## config.mk

```make
export PLATFORM = sky130hd
export DESIGN_NAME = seg_scan_mux_flat
export DESIGN_NICKNAME = d
export VERILOG_FILES = /design/src/rtl/seg_scan_mux_if.sv /design/src/rtl/seg_scan_mux.sv /design/src/flat_wrapper.sv
export SDC_FILE = /design/constraint.sdc
export NUM_CORES = 1
export LEC_CHECK = 0
export BUFFER_PORTS_ARGS = -buffer_cell sky130_fd_sc_hd__buf_2
export CORE_UTILIZATION = 35
export DETAILED_ROUTE_END_ITERATION = 6
export PLACE_DENSITY = 0.59
export SETUP_SLACK_MARGIN = 0.3
export SLEW_MARGIN = 20
export SYNTH_ARGS = -nofsm -noshare
export SYNTH_HDL_FRONTEND = slang
export SYNTH_SLANG_ARGS = --single-unit
export TNS_END_PERCENT = 100
```

## constraint.sdc

```tcl
create_clock -name clk -period 4.3 [get_ports clk]
set_input_delay 0.86 -clock clk [delete_from_list [all_inputs] [get_ports clk]]
set_output_delay 0.86 -clock clk [all_outputs]
set_load 0.02 [all_outputs]
```

## src/rtl/seg_scan_mux_if.sv

```systemverilog
// Bundle between the digit register file and the seven-segment scanner.
// digits/en_mask are level inputs; segment, anode and debug outputs are registered by the scanner.
interface seg_scan_mux_if;
  // No valid/ready: every signal is a continuously valid level, sampled or driven on each clk edge.
  logic [31:0] digits;
  logic [7:0]  en_mask;
  logic        a, b, c, d, e, f, g;
  logic        an0, an1, an2, an3, an4, an5, an6, an7;
  logic        frame_tick;
  logic [2:0]  dbg_idx;
  logic        dbg_show;

  modport master (
    output digits, en_mask,
    input  a, b, c, d, e, f, g,
    input  an0, an1, an2, an3, an4, an5, an6, an7,
    input  frame_tick, dbg_idx, dbg_show
  );

  modport slave (
    input  digits, en_mask,
    output a, b, c, d, e, f, g,
    output an0, an1, an2, an3, an4, an5, an6, an7,
    output frame_tick, dbg_idx, dbg_show
  );
endinterface

```

## src/rtl/seg_scan_mux.sv

```systemverilog
// 8-digit time-multiplexed seven-segment scanner with per-slot blanking and a frame marker.
// Optional leading-zero suppression is enabled by defining SEG_LZ_BLANK_EN.
module seg_scan_mux #(
    parameter int DIV       = 8,
    parameter int BLANK_CYC = 2
) (
    input logic       clk,
    input logic       reset,
    seg_scan_mux_if.slave bus
);

    localparam int CW = $clog2(DIV);

    typedef enum logic {PH_BLANK, PH_SHOW} phase_t;

    logic [CW-1:0] cnt, cnt_nxt;
    logic [2:0]    idx, idx_nxt;
    logic [31:0]   shadow, shadow_nxt;
    logic          cnt_wrap, frame_wrap, show;
    logic [3:0]    nib;
    logic [7:0]    lz;
    logic [7:0]    an_r;
    logic [6:0]    seg_r;
    logic          tick_r;
    phase_t        phase;

    function automatic logic [6:0] decode(input logic [3:0] v);
        case (v)
            4'h0: decode = 7'b0000001;
            4'h1: decode = 7'b1001111;
            4'h2: decode = 7'b0010010;
            4'h3: decode = 7'b0000110;
            4'h4: decode = 7'b1001100;
            4'h5: decode = 7'b0100100;
            4'h6: decode = 7'b0100000;
            4'h7: decode = 7'b0001111;
            4'h8: decode = 7'b0000000;
            4'h9: decode = 7'b0000100;
            4'hA: decode = 7'b0001000;
            4'hB: decode = 7'b1100000;
            4'hC: decode = 7'b0110001;
            4'hD: decode = 7'b1000010;
            4'hE: decode = 7'b0110000;
            default: decode = 7'b0111000;
        endcase
    endfunction

    // Outputs are computed from the post-edge count so they line up with the new cnt/idx.
    always_comb begin
        cnt_wrap   = (cnt == CW'(DIV - 1));
        cnt_nxt    = cnt_wrap ? '0 : cnt + CW'(1);
        idx_nxt    = cnt_wrap ? idx + 3'd1 : idx;
        frame_wrap = cnt_wrap && (idx == 3'd7);
        shadow_nxt = frame_wrap ? bus.digits : shadow;
        nib        = shadow_nxt[{idx_nxt, 2'b00} +: 4];
`ifdef SEG_LZ_BLANK_EN
        // lz[i]: nibbles i..7 are all zero; digit 0 is always shown.
        lz = '0;
        for (int i = 7; i >= 1; i--) begin
            lz[i] = (shadow_nxt[i*4 +: 4] == 4'h0) && ((i == 7) ? 1'b1 : lz[i+1]);
        end
`else
        lz = '0;
`endif
        show = (cnt_nxt >= CW'(BLANK_CYC)) && bus.en_mask[idx_nxt] && !lz[idx_nxt];
    end

    always_ff @(posedge clk) begin
        if (reset) begin
            cnt    <= '0;
            idx    <= 3'd0;
            shadow <= bus.digits;
            an_r   <= 8'hFF;
            seg_r  <= 7'h7F;
            tick_r <= 1'b0;
            phase  <= PH_BLANK;
        end else begin
            cnt    <= cnt_nxt;
            idx    <= idx_nxt;
            shadow <= shadow_nxt;
            tick_r <= frame_wrap;
            phase  <= show ? PH_SHOW : PH_BLANK;
            an_r   <= show ? ~(8'b1 << idx_nxt) : 8'hFF;
            seg_r  <= show ? decode(nib) : 7'h7F;
        end
    end

    assign {bus.a, bus.b, bus.c, bus.d, bus.e, bus.f, bus.g} = seg_r;
    assign {bus.an7, bus.an6, bus.an5, bus.an4, bus.an3, bus.an2, bus.an1, bus.an0} = an_r;
    assign bus.frame_tick = tick_r;
    assign bus.dbg_idx    = idx;
    assign bus.dbg_show   = (phase == PH_SHOW);

endmodule
```

## src/flat_wrapper.sv

```systemverilog
// flat-port wrapper written by rule: the top's interface ports become plain ports
module seg_scan_mux_flat 
#(
    parameter int DIV       = 8,
    parameter int BLANK_CYC = 2
)
  (clk, reset, bus_digits, bus_en_mask, bus_a, bus_b, bus_c, bus_d, bus_e, bus_f, bus_g, bus_an0, bus_an1, bus_an2, bus_an3, bus_an4, bus_an5, bus_an6, bus_an7, bus_frame_tick, bus_dbg_idx, bus_dbg_show);
  seg_scan_mux_if bus_i ();
  input logic clk;
  input logic reset;
  input wire logic [$bits(bus_i.digits)-1:0] bus_digits;
  input wire logic [$bits(bus_i.en_mask)-1:0] bus_en_mask;
  output wire logic [$bits(bus_i.a)-1:0] bus_a;
  output wire logic [$bits(bus_i.b)-1:0] bus_b;
  output wire logic [$bits(bus_i.c)-1:0] bus_c;
  output wire logic [$bits(bus_i.d)-1:0] bus_d;
  output wire logic [$bits(bus_i.e)-1:0] bus_e;
  output wire logic [$bits(bus_i.f)-1:0] bus_f;
  output wire logic [$bits(bus_i.g)-1:0] bus_g;
  output wire logic [$bits(bus_i.an0)-1:0] bus_an0;
  output wire logic [$bits(bus_i.an1)-1:0] bus_an1;
  output wire logic [$bits(bus_i.an2)-1:0] bus_an2;
  output wire logic [$bits(bus_i.an3)-1:0] bus_an3;
  output wire logic [$bits(bus_i.an4)-1:0] bus_an4;
  output wire logic [$bits(bus_i.an5)-1:0] bus_an5;
  output wire logic [$bits(bus_i.an6)-1:0] bus_an6;
  output wire logic [$bits(bus_i.an7)-1:0] bus_an7;
  output wire logic [$bits(bus_i.frame_tick)-1:0] bus_frame_tick;
  output wire logic [$bits(bus_i.dbg_idx)-1:0] bus_dbg_idx;
  output wire logic [$bits(bus_i.dbg_show)-1:0] bus_dbg_show;
  assign bus_i.digits = bus_digits;
  assign bus_i.en_mask = bus_en_mask;
  assign bus_a = bus_i.a;
  assign bus_b = bus_i.b;
  assign bus_c = bus_i.c;
  assign bus_d = bus_i.d;
  assign bus_e = bus_i.e;
  assign bus_f = bus_i.f;
  assign bus_g = bus_i.g;
  assign bus_an0 = bus_i.an0;
  assign bus_an1 = bus_i.an1;
  assign bus_an2 = bus_i.an2;
  assign bus_an3 = bus_i.an3;
  assign bus_an4 = bus_i.an4;
  assign bus_an5 = bus_i.an5;
  assign bus_an6 = bus_i.an6;
  assign bus_an7 = bus_i.an7;
  assign bus_frame_tick = bus_i.frame_tick;
  assign bus_dbg_idx = bus_i.dbg_idx;
  assign bus_dbg_show = bus_i.dbg_show;
  seg_scan_mux #(.DIV(DIV), .BLANK_CYC(BLANK_CYC)) u_core (.clk(clk), .reset(reset), .bus(bus_i));
endmodule
```

Word-level counts from Yosys, hierarchy flattened:

Memory sizes are Yosys's and may differ from the RTL's. A register that Yosys moved wholly into a read port is not among the register bits.
Cells that the tools add are included.

* output and inout bits: 20
* memories: 2
* bits in writable memories: 0
* latch bits: 0
* ROM bits: 120
* bits in registers: 48
* bits of input ports: 42
* word-level logic and storage cells: 31

* bitwise gates (word level): 2
* muxes and demuxes: 8
* order comparisons: 2
* shift operators: 2
* reductions and logical operators: 5
* add/sub/neg operators: 2
* eq/ne operators: 2
* divide/modulo/power cells: 0
* multipliers: 0

Memory list
* (name not given): words 16, width 7, rd ports 1, clocked after memory_dff 1, wr ports 0, RTL line seg_scan_mux.sv:28 `case (v)`
* (name not given): words 8, width 1, rd ports 1, clocked after memory_dff 0, wr ports 0, RTL line seg_scan_mux.sv:65 `show = (cnt_nxt >= CW'(BLANK_CYC)) && bus.en_mask[idx_nxt] && !lz[idx_nxt];`

Operator list (count)
* $mux 32: 2
* $shiftx 32x6->4: 1
* $not 8->8: 1
* $shl 1x3->8 const A: 1
* $add 3x1->3 const B: 2
* $eq 3x3->1 const B: 2
* $mux 3: 2
* $lt 3x4->1 const B: 1
* $bmux 1 s3: 1
* $ge 3x2->1 const B: 1
* $logic_and 1x1->1: 3
* $mux 1: 3
* $reduce_or 2->1: 1
* $logic_not 1->1: 1
* $not 1->1: 1

Depth between registers and ports, before layout:

Gate-level depths: netlist (run 1).

* depth after elaboration: 8
* mapped depth: 15
* depth with buffers taken out: 12

Worst setup path after synthesis (run 1):

OpenSTA, ideal clock, no wires.

* kind: register to register
* from: register u_core.idx[1], in the netlist u_core.bus.dbg_idx[1]
* to: register u_core.seg_r[3]
* clock period less this slack: 2.833 ns
* library setup time: 0.058 ns
* cell stages (with the launch flop): 14
* required time: 4.242 ns
* buffers on the path: 2
* arrival time: 2.775 ns
* setup slack: 1.467 ns
* path through: dfxtp_1 ha_1 buf_2 and3_1 buf_2 nor2_1 o22a_1 o221ai_1 mux2_2 inv_1 ha_1 mux2i_1 mux2_2 nand2_1

* cells in the longest elaborated chain, start to end: 8
* elaborated cells between the ends (all ways): 15

RTL lines
* start: declaration: RTL line seg_scan_mux.sv:17 `logic [2:0] idx, idx_nxt;`
* start signal: assignment: RTL line seg_scan_mux.sv:79 `idx <= idx_nxt;`
* $add 3x1->3: RTL line seg_scan_mux.sv:52 `idx_nxt = cnt_wrap ? idx + 3'd1 : idx;`
* $mux 3: RTL line seg_scan_mux.sv:52
* $mem_v2 8x1 / $bmux 1 s3 (equally long branches)
* $mux 1 (not written as such): RTL line seg_scan_mux.sv:65
* $logic_not 1->1 / $logic_and 1x1->1 (equally long branches): RTL line seg_scan_mux.sv:65
* $logic_and 1x1->1: RTL line seg_scan_mux.sv:65
* $not 1->1 (no source line)
* $reduce_or 2->1 (no source line)
* end: declaration: RTL line seg_scan_mux.sv:23 `logic [6:0] seg_r;`

Several ways; a longest one is shown, not always the timed one. The select of a mux whose other input is x is not followed.
A chain may end at the register's enable or synchronous reset.

Final worst setup path (run 1):

* from: register u_core.cnt[0]
* to: register u_core.seg_r[2]

* cells in the longest elaborated chain, start to end: 8
* elaborated cells between the ends (all ways): 17

RTL lines
* start: declaration: RTL line seg_scan_mux.sv:16 `logic [CW-1:0] cnt, cnt_nxt;`
* start signal: assignment: RTL line seg_scan_mux.sv:78 `cnt <= cnt_nxt;`
* $eq 3x3->1: RTL line seg_scan_mux.sv:50 `cnt_wrap = (cnt == CW'(DIV - 1));`
* $mux 3: RTL line seg_scan_mux.sv:52
* $mem_v2 8x1 / $bmux 1 s3 (equally long branches)
* $mux 1 (not written as such): RTL line seg_scan_mux.sv:65
* $logic_not 1->1 / $logic_and 1x1->1 (equally long branches): RTL line seg_scan_mux.sv:65
* $logic_and 1x1->1: RTL line seg_scan_mux.sv:65
* $not 1->1 (no source line)
* $reduce_or 2->1 (no source line)

Several ways; a longest one is shown, not always the timed one. The select of a mux whose other input is x is not followed.

==> results of run 1 <==
==> state kept, by name, indices dropped and copies added, names as in the netlist <==
name,cells
u_core.shadow,32
u_core.an_r,8
u_core.seg_r,7
u_core.bus.dbg_idx,3
u_core.cnt,3
u_core.bus.dbg_show,1
u_core.bus.frame_tick,1
==> synthesized netlist by cell type (all sizes together) <==
master and count:
and3 15, buf 18, nor3b 5, nand3b 1, o2111ai 4, mux2i 32
nor2 7, a21oi 3, o21bai 2, ha 10, inv 8, or2 2
clkbuf 3, nor3 5, mux2 31, o21ai 9, xnor2 1, o221ai 6
nor2b 3, o22a 3, o22ai 16, a21boi 14, o21a 1, nand2 5
o211ai 2, nand3 1, nand2b 4, mux4 4, and3b 1, dfxtp 55
==> layout make-up <==
type                            count  share of cell area (%)
Sequential cell                    55                   32.76
Timing Repair Buffer               66                   10.20
Inverter                            8                  0.8935
Multi-Input combinational cell    187                   49.26
Clock buffer                        7                   2.867
Tap cell                          102                   3.797
Clock inverter                      1                  0.2234
==> path summary, 6_finish.rpt <==
path / start / to / slack, ns
setup / recovery: u_core.cnt[0] / u_core.seg_r[2] / 0.97
hold / removal: u_core.cnt[0] / u_core.cnt[0] / 0.44
setup reg to reg: u_core.cnt[0] / u_core.seg_r[2] / 0.97
hold reg to reg: u_core.cnt[0] / u_core.cnt[0] / 0.44
==> logic make-up after synthesis <==
group / Yosys count
adders and majority gates: 10
AOI/OAI and AO/OA: 60
muxes: 67
and+or+nand+nor: 49
buffers and inverters: 29
xor gates and xnor gates: 1
DFF: 55
==> routing by layer <==
layer	up-vias	part of all wire, %	wire length (um)
met3	2	5.4	352
met1	1070	48	3174
li1	1116	-	-
met5	-	0	0
met4	0	0.61	40
met2	51	45	2977
==> per-stage QoR <==
| step | total power [W] | setup WS (ns) | hold WS, ns |
|---|---|---|---|
| after floorplan | 0.0007128 | 1.467 | 0.4043 |
| after global placement | 0.0007656 | 1.112 | 0.4115 |
| after detailed placement | 0.0007701 | 1.028 | 0.4219 |
| after CTS | 0.001083 | 1.010 | 0.4403 |
| after global routing | 0.001128 | 0.6980 | 0.4853 |
| final | 0.001072 | 0.9695 | 0.4404 |
==> critical path, stage by stage (launching register included) <==
cell      delay (ns)
dfxtp_1         0.35
ha_1            0.15
ha_1            0.67
nor3b_2         0.56
nor2_1          0.18
o22a_1          0.20
o221ai_1        0.08
mux2_2          0.27
inv_1           0.08
ha_1            0.24
mux2_4          0.28
nand2_1         0.07
o211ai_1        0.08
==> placed cells by master (no fill, tap or decap), drive strengths merged, types with 4 or more instances in the layout <==
master / Yosys / final
dfxtp: 55 / 55
a21boi: 14 / 14
mux2: 31 / 31
nand2b: 4 / 4
mux4: 4 / 4
nor2: 7 / 7
o221ai: 6 / 6
mux2i: 32 / 32
o2111ai: 4 / 4
buf: 18 / 66
clkbuf: 3 / 7
o21ai: 9 / 9
inv: 8 / 8
ha: 10 / 10
nor3b: 5 / 5
o22ai: 16 / 16
nor3: 5 / 5
nand2: 5 / 5
and3: 15 / 15
==> power by group through the flow <==
stage          sequential [W]  clock [W]  combinational (W)
2_1_floorplan        0.000582          0           0.000130
3_3_place_gp         0.000575          0           0.000190
3_5_place_dp         0.000577          0           0.000193
4_1_cts              0.000565   0.000324           0.000194
5_1_grt              0.000570   0.000344           0.000214
6_report             0.000565   0.000314           0.000193
==> flow_metrics.env, run 1 <==
export IMPL_worstPathRequired_ns=4.49
export IMPL_p_seq_share_pct=52.7
export IMPL_outcome="completed"
export IMPL_power_switching_w=0.0002776
export IMPL_vias=2239
export IMPL_crit_arrival_ns=3.52
export IMPL_pin_count=62
export IMPL_final_cells=426
export IMPL_yosys_area_top_type="dfxtp_1"
export IMPL_netlist_instances=271
export IMPL_clk_transition_reported_paths_ns=0.10
export IMPL_ys_types=42
export IMPL_fin_crit_ns=3.330
export IMPL_place_congestion=0.7610
export IMPL_fillCellCount=785
export IMPL_grt_max_degree=30
export IMPL_cts_sinks=55
export IMPL_postCtsSetupBuffers=0
export IMPL_busiest_layer="met2"
export IMPL_drive_gt1_share_pct=36.73
export IMPL_setup_viol=0
export IMPL_synth_area_leaders="dfxtp_1 38%, mux2_2 12%, mux2i_1 10%"
export IMPL_hold_depth=1
export IMPL_period_share_pct=77.45
export IMPL_initial_core_util_pct=37.06
export IMPL_cts_resized=0
export IMPL_rsz0062_at_grt="false"
export IMPL_design_area_um2=3361
export IMPL_dieArea_um2=8721
export IMPL_yosys_area_share_adder_pct=4.281
export IMPL_routed_wl_um=6545
export IMPL_clockBufferDepth=2
export IMPL_hold_class="reg2reg"
export IMPL_syn_nets=323
export IMPL_grt_pass1_vias=2084
export IMPL_root_buffer="clkbuf_8"
export IMPL_worstSetupPathType="reg2reg"
export IMPL_fmax_mhz=300.3
export IMPL_power_leakage_nw=1.546
export IMPL_multi_input_area_um2=1655
export IMPL_fin_tns_setup_ns=0
export IMPL_grt_remaining_overflow=0
export IMPL_p_clk_share_pct=29.3
export IMPL_final_nets=375
export IMPL_cts_htree_levels=2
export IMPL_synthMuxAreaShare_pct=26.67
export IMPL_first_pass_iters=4
export IMPL_fp_dieW_um=93.39
export IMPL_dieHeight_um=93.39
export IMPL_critPathMaxFanout=17
export IMPL_syn2layout_area_growth_pct=14.98
export IMPL_netlist_area_leader_share_pct=37.67
export IMPL_synth_xor_area_share_pct=0.2997
export IMPL_hold_viol=0
export IMPL_slew_violations=0
export IMPL_cts_tree="yes"
export IMPL_synth_warnings=0
export IMPL_internal_power_w=0.0007947
export IMPL_cap_violations=0
export IMPL_synth_cell_area_um2=2923
export IMPL_drt_iter0_markers=65
export IMPL_routedWlPerCell_um=15.36
export IMPL_use_met2_pct=25.12
export IMPL_finish_utilization_pct=42.61
export IMPL_dp_cells=418
export IMPL_rows=32
export IMPL_synth_compound_area_share_pct=14.60
export IMPL_synth_simple_gate_area_share_pct=10.79
export IMPL_fin_worst_skew_ns=0.003365
export IMPL_use_met3_pct=3.659
export IMPL_diodes=0
export IMPL_ys_ff_latch=55
export IMPL_register_area_um2=1101
export IMPL_place_hpwl_um=4815
export IMPL_swShare_pct=25.89
export IMPL_powerDensity_nw_per_um2=319.1
export IMPL_reg2reg_depth=12
export IMPL_grt_antenna_before_repair=0
export IMPL_vias_per_cell=5.256
export IMPL_cp_start_kind="flip-flop"
export IMPL_pwr_share_comb_pct=18.0
export IMPL_cts_hold_buf=0
export IMPL_synth_top_family_by_area="multiplexers"
export IMPL_antenna_left=0
export IMPL_drc=0
export IMPL_placed_cell_area_um2=3257
export IMPL_clk_insertion_delay_late_ns=0.31
export IMPL_critPathCaptureType="flip-flop"
export IMPL_ir_drop_uv=151.9
export IMPL_ys_seq_area_share_pct=37.67
export IMPL_relSlewSlack_pct=47.27
export IMPL_coreArea_um2=7888
export IMPL_grt_pass1_wl_um=10490
export IMPL_io_buffers=61
export IMPL_tightest_slew_ns=0.7909
export IMPL_cts_buffers=5
export IMPL_track_usage_pct=15.50
export IMPL_use_met1_pct=20.77
export IMPL_syn_avg_cell_area_um2=10.79
Note: power is estimated with default switching activity, not from simulation.
==> inputs of run 2 (changes only) <==
--- a/config.mk
+++ b/config.mk
@@ -8,7 +8,7 @@
 export BUFFER_PORTS_ARGS = -buffer_cell sky130_fd_sc_hd__buf_2
 export CORE_UTILIZATION = 35
 export DETAILED_ROUTE_END_ITERATION = 6
-export PLACE_DENSITY = 0.59
+export PLACE_DENSITY = 0.61
 export SETUP_SLACK_MARGIN = 0.3
 export SLEW_MARGIN = 20
 export SYNTH_ARGS = -nofsm -noshare
==> constraint.sdc (replaced) <==
create_clock -name clk -period 2.8 [get_ports clk]
set_input_delay 0.56 -clock clk [delete_from_list [all_inputs] [get_ports clk]]
set_output_delay 0.56 -clock clk [all_outputs]
set_load 0.02 [all_outputs]
==> flow_metrics.env, run 2 (synthesized netlist as in run 1, its figures left out) <==
export IMPL_clockBufferDepth=2
export IMPL_placed_cell_area_um2=3446
export IMPL_cts_htree_levels=2
export IMPL_hold_depth=1
export IMPL_dp_cells=427
export IMPL_dp_slack_ns=0.1346
export IMPL_min_from="u_core.cnt[0]"
export IMPL_dieHeight_um=93.39
export IMPL_critPathCaptureType="flip-flop"
export IMPL_hold_viol=0
export IMPL_first_pass_iters=4
export IMPL_grt_remaining_overflow=0
export IMPL_cpMostUsedCell="ha_4"
export IMPL_pin_count=62
export IMPL_r2r_slack_ns=0.30
export IMPL_final_common_cell="buf_2"
export IMPL_antenna_left=0
export IMPL_largestRegisters="u_core.shadow: 32 flops, u_core.an_r: 8 flops, u_core.seg_r: 7 flops"
export IMPL_final_nets=407
export IMPL_slew_violations=0
export IMPL_design_area_um2=3881
export IMPL_root_buffer="clkbuf_8"
export IMPL_syn2layout_area_growth_pct=32.79
export IMPL_hold_class="reg2reg"
export IMPL_cts_sinks=55
export IMPL_fmax_mhz=399.4
export IMPL_critPathSlowestCell="dfxtp_2"
export IMPL_ir_drop_uv=212.4
export IMPL_crit_arrival_ns=2.71
export IMPL_final_cell_mix="62 x buf_2, 51 x dfxtp_1, 30 x mux2i_1"
export IMPL_worstSetupPathType="reg2reg"
export IMPL_reg2reg_depth=12
export IMPL_fp_dieW_um=93.39
export IMPL_cap_violations=0
export IMPL_cp_start_kind="flip-flop"
export IMPL_period_share_pct=89.43
export IMPL_crit_path_start="u_core.cnt[0]"
export IMPL_place_congestion=0.7157
export IMPL_drive_gt1_share_pct=50.70
export IMPL_cp_cell_sequence="ha_4 > ha_4 > buf_6 > and3b_2 > o22ai_2 > o2111ai_2 > mux2i_4 > buf_6 > ha_4 > mux2i_1 > mux2_4 > nand2_2"
export IMPL_grt_pass1_vias=2335
export IMPL_cts_buffers=5
export IMPL_cts_tree="yes"
export IMPL_fin_tns_setup_ns=0
export IMPL_rsz0062_at_grt="true"
export IMPL_diodes=0
export IMPL_track_usage_pct=16.87
export IMPL_endpoint="u_core.seg_r[3]"
export IMPL_fin_worst_skew_ns=0.01103
export IMPL_vias=2365
export IMPL_routed_wl_um=7239
export IMPL_initial_core_util_pct=37.06
export IMPL_finish_utilization_pct=49.21
export IMPL_largest_register_ffs=32
export IMPL_drc=0
export IMPL_drt_iter0_markers=47
export IMPL_setup_viol=0
export IMPL_grt_antenna_before_repair=0
export IMPL_relSlewSlack_pct=70.26
export IMPL_grt_pass1_wl_um=11420
export IMPL_rows=32
export IMPL_slowest_delay_ns=0.35
export IMPL_regMostFlops="u_core.shadow"
export IMPL_cts_hold_buf=0
export IMPL_io_buffers=61
export IMPL_fin_crit_ns=2.504
export IMPL_routedWlPerCell_um=15.84
export IMPL_timing_rr_start="u_core.cnt[0]"
export IMPL_outcome="completed"
export IMPL_clk_transition_reported_paths_ns=0.10
export IMPL_worstPathRequired_ns=3.00
export IMPL_coreArea_um2=7888
export IMPL_vias_per_cell=5.175
export IMPL_grt_max_degree=28
export IMPL_power_leakage_nw=1.779
export IMPL_place_hpwl_um=5037
export IMPL_critPathMaxFanout=8
export IMPL_powerDensity_nw_per_um2=448.4
export IMPL_r2r_end="u_core.seg_r[3]"
export IMPL_dieArea_um2=8721
export IMPL_clk_insertion_delay_late_ns=0.31
export IMPL_setup_slack_ns=0.2961
export IMPL_tightest_slew_ns=0.4428
export IMPL_final_cells=457
-- run 2: cell count changes in the layout (fill, tap and decap cells not counted), moves of 5 or more --
cell / previous run / this run
ha_4: 0 / 7
buf_6: 0 / 5
o22ai_1: 15 / 9
buf_4: 5 / 26
ha_1: 10 / 2
o22ai_2: 1 / 6
-- run 2: area by class of cell --
class	count	area [um2]
Fill cell	739	4006
Multi-Input combinational cell	189	1886
Sequential cell	55	1109
Timing Repair Buffer	96	621.8
Tap cell	102	127.6
Clock buffer	5	68.82
Clock inverter	2	36.28
Inverter	8	32.53
-- run 2: through the flow --
stage | power, W | hold WS, ns
5_1_grt | 0.001826 | 0.4614
6_report | 0.001740 | 0.4464
2_1_floorplan | 0.001110 | 0.4125
4_1_cts | 0.001740 | 0.4426
3_5_place_dp | 0.001205 | 0.4291
3_3_place_gp | 0.001197 | 0.4189
-- run 2: critical path: cells and delay by family (launching register included) --
| family | cells | cell delay, ns |
|---|---|---|
| AO/OA/AOI/OAI | 2 | 0.34 |
| adder cells (fa/ha/maj) | 3 | 0.54 |
| buffers and inverters | 2 | 0.30 |
| flip-flops | 1 | 0.35 |
| multiplexers | 3 | 0.53 |
| AND/OR/NAND/NOR | 2 | 0.33 |
-- run 2: worst min-delay path by stage --
stage                          endpoint  slack [ns]
after global placement    u_core.cnt[0]        0.42
after floorplan           u_core.cnt[0]        0.41
after global routing      u_core.cnt[0]        0.46
final                     u_core.cnt[0]        0.45
after detailed placement  u_core.cnt[0]        0.43
after CTS                 u_core.cnt[0]        0.44
-- run 2: repair_timing --
action,CTS,global route
setup buffers,17,4
cloned,1,1
pin swaps,8,5
gates resized for setup,18,10
setup endpoints to repair,6,6
-- run 2: power breakdown --
| part | internal [W] | switching (W) | leakage [nW] | total, W |
|---|---|---|---|---|
| Clock | 0.000262 | 0.000255 | 0.0545 | 0.000517 |
| Sequential | 0.000845 | 0.0000234 | 0.459 | 0.000868 |
| Combinational | 0.000189 | 0.000167 | 1.27 | 0.000355 |
| Total | 0.00130 | 0.000445 | 1.78 | 0.00174 |
-- run 2: per-layer routing --
metal	vias to the layer above	global-route usage [%]	routed length (um)
met5	-	0	0
met4	0	5.897	102
met3	8	3.496	314
met2	52	27.76	3461
met1	1126	21.85	3360
li1	1179	-	-
==> inputs of run 3 (changes only) <==
--- a/config.mk
+++ b/config.mk
@@ -6,9 +6,9 @@
 export NUM_CORES = 1
 export LEC_CHECK = 0
 export BUFFER_PORTS_ARGS = -buffer_cell sky130_fd_sc_hd__buf_2
-export CORE_UTILIZATION = 35
+export CORE_UTILIZATION = 52
 export DETAILED_ROUTE_END_ITERATION = 6
-export PLACE_DENSITY = 0.61
+export PLACE_DENSITY = 0.81
 export SETUP_SLACK_MARGIN = 0.3
 export SLEW_MARGIN = 20
 export SYNTH_ARGS = -nofsm -noshare
==> constraint.sdc (replaced) <==
create_clock -name clk -period 3 [get_ports clk]
set_input_delay 0.6 -clock clk [delete_from_list [all_inputs] [get_ports clk]]
set_output_delay 0.6 -clock clk [all_outputs]
set_load 0.02 [all_outputs]
==> flow_metrics.env, run 3 (synthesized netlist as in run 1, its figures left out) <==
export IMPL_outcome="completed"
export IMPL_placed_cell_area_um2=3292
export IMPL_largest_register_ffs=32
export IMPL_root_buffer="clkbuf_8"
export IMPL_final_common_cell="buf_2"
export IMPL_fp_dieW_um=76.97
export IMPL_power_leakage_nw=1.680
export IMPL_grt_pass1_vias=2281
export IMPL_grt_pass1_wl_um=10970
export IMPL_ir_drop_uv=269.5
export IMPL_slew_violations=0
export IMPL_drive_gt1_share_pct=47.99
export IMPL_slowest_delay_ns=0.34
export IMPL_place_hpwl_um=4625
export IMPL_rows=26
export IMPL_fin_tns_setup_ns=0
export IMPL_hold_depth=1
export IMPL_syn2layout_area_growth_pct=27.35
export IMPL_finish_utilization_pct=70.63
export IMPL_timing_rr_start="u_core.cnt[0]"
export IMPL_dp_slack_ns=0.06417
export IMPL_crit_buf_inv=2
export IMPL_grt_max_degree=26
export IMPL_cp_top_family="adder cells"
export IMPL_fin_worst_skew_ns=0.01169
export IMPL_coreArea_um2=5270
export IMPL_r2r_end="u_core.seg_r[5]"
export IMPL_critPathCaptureType="flip-flop"
export IMPL_rsz0062_at_grt="true"
export IMPL_cp_cell_sequence="ha_2 > ha_4 > buf_12 > nand2_8 > mux2i_1 > o22a_1 > o221ai_1 > mux2_4 > inv_1 > ha_1 > nor2b_1 > o22a_1 > o21ai_1"
export IMPL_hold_viol=0
export IMPL_fmax_mhz=364.4
export IMPL_first_pass_iters=5
export IMPL_final_cell_mix="62 x buf_2, 52 x dfxtp_1, 29 x mux2_2"
export IMPL_crit_arrival_ns=2.94
export IMPL_cts_buffers=5
export IMPL_dieArea_um2=5924
export IMPL_cp_start_kind="flip-flop"
export IMPL_cpMostUsedCell="o22a_1"
export IMPL_cts_hold_buf=0
export IMPL_r2r_slack_ns=0.26
export IMPL_relSlewSlack_pct=71.26
export IMPL_period_share_pct=91.48
export IMPL_cts_sinks=55
export IMPL_worstPathRequired_ns=3.20
export IMPL_drt_iter0_markers=220
export IMPL_tightest_slew_ns=0.4302
export IMPL_setup_slack_ns=0.2555
export IMPL_clk_transition_reported_paths_ns=0.10
export IMPL_reg2reg_depth=13
export IMPL_antenna_left=0
export IMPL_powerDensity_nw_per_um2=419.6
export IMPL_design_area_um2=3722
export IMPL_io_buffers=61
export IMPL_routedWlPerCell_um=17.76
export IMPL_min_from="u_core.cnt[0]"
export IMPL_pin_count=62
export IMPL_diodes=0
export IMPL_drc=0
export IMPL_cts_tree="yes"
export IMPL_routed_wl_um=7424
export IMPL_hold_class="reg2reg"
export IMPL_path_depth=13
export IMPL_final_nets=399
export IMPL_critPathMaxFanout=12
export IMPL_track_usage_pct=23.60
export IMPL_cap_violations=0
export IMPL_regMostFlops="u_core.shadow"
export IMPL_setup_viol=0
export IMPL_initial_core_util_pct=55.46
export IMPL_grt_antenna_before_repair=0
export IMPL_clockBufferDepth=2
export IMPL_vias_per_cell=6.081
export IMPL_clk_insertion_delay_late_ns=0.32
export IMPL_power_w=0.001562
export IMPL_fin_crit_ns=2.745
export IMPL_cts_htree_levels=2
export IMPL_place_congestion=0.8686
export IMPL_dieHeight_um=76.97
export IMPL_critPathSlowestCell="dfxtp_2"
export IMPL_vias=2542
export IMPL_hold_end="u_core.cnt[0]"
export IMPL_largestRegisters="u_core.shadow: 32 flops, u_core.an_r: 8 flops, u_core.seg_r: 7 flops"
export IMPL_worstSetupPathType="reg2reg"
export IMPL_grt_remaining_overflow=0
==> run 3: worst max-delay path by stage <==
stage | from | end | slack, ns
detailed placement | u_core.cnt[0] | u_core.seg_r[2] | 0.06
CTS | u_core.bus.dbg_idx[1] | u_core.seg_r[2] | 0.32
global placement | u_core.bus.dbg_idx[1] | u_core.seg_r[3] | 0.24
global route | u_core.bus.dbg_idx[1] | u_core.seg_r[2] | 0.13
finish | u_core.cnt[0] | u_core.seg_r[5] | 0.26
floorplan | u_core.bus.dbg_idx[1] | u_core.seg_r[3] | 0.32
==> run 3: per-layer routing <==
| layer | GRT usage [%] | vias up | share of wire, % |
|---|---|---|---|
| met5 | 0 | - | 0 |
| met4 | 10.57 | 0 | 4.8 |
| met3 | 4.405 | 39 | 5.7 |
| met2 | 38.93 | 127 | 48 |
| met1 | 29.89 | 1220 | 41 |
| li1 | - | 1156 | - |
==> run 3: where the power goes <==
part           internal (W)  total, W  switching, W
registers          0.000788  0.000814     0.0000259
logic              0.000160  0.000315      0.000155
clock network      0.000190  0.000433      0.000243
total               0.00114   0.00156      0.000424
==> run 3: cell type report <==
cell class                      instances  area (um2)
Inverter                                8       30.03
Multi-Input combinational cell        187        1819
Tap cell                               70       87.58
Clock inverter                          1       8.758
Timing Repair Buffer                   90       583.1
Clock buffer                            7       86.33
Fill cell                             388        1548
Sequential cell                        55        1107
==> run 3: timing repair <==
action	4_1_cts	5_1_grt
endpoints found under the setup margin	6	6
gates cloned	1	2
gates resized for setup	16	22
pin swaps	4	3
setup buffers	8	5
==> run 3: per-stage QoR <==
step           hold WS, ns  instances
2_1_floorplan       0.4043        271
3_3_place_gp        0.4102        394
3_5_place_dp        0.4410        394
4_1_cts             0.4557        411
5_1_grt             0.4673        418
6_report            0.4435        418
==> run 3: worst register-to-register path, stage by stage (launching register included) <==
cell	delay [ns]
dfxtp_2	0.34
ha_2	0.19
ha_4	0.19
buf_12	0.16
nand2_8	0.12
mux2i_1	0.25
o22a_1	0.17
o221ai_1	0.15
mux2_4	0.34
inv_1	0.10
ha_1	0.24
nor2b_1	0.18
o22a_1	0.15
o21ai_1	0.07
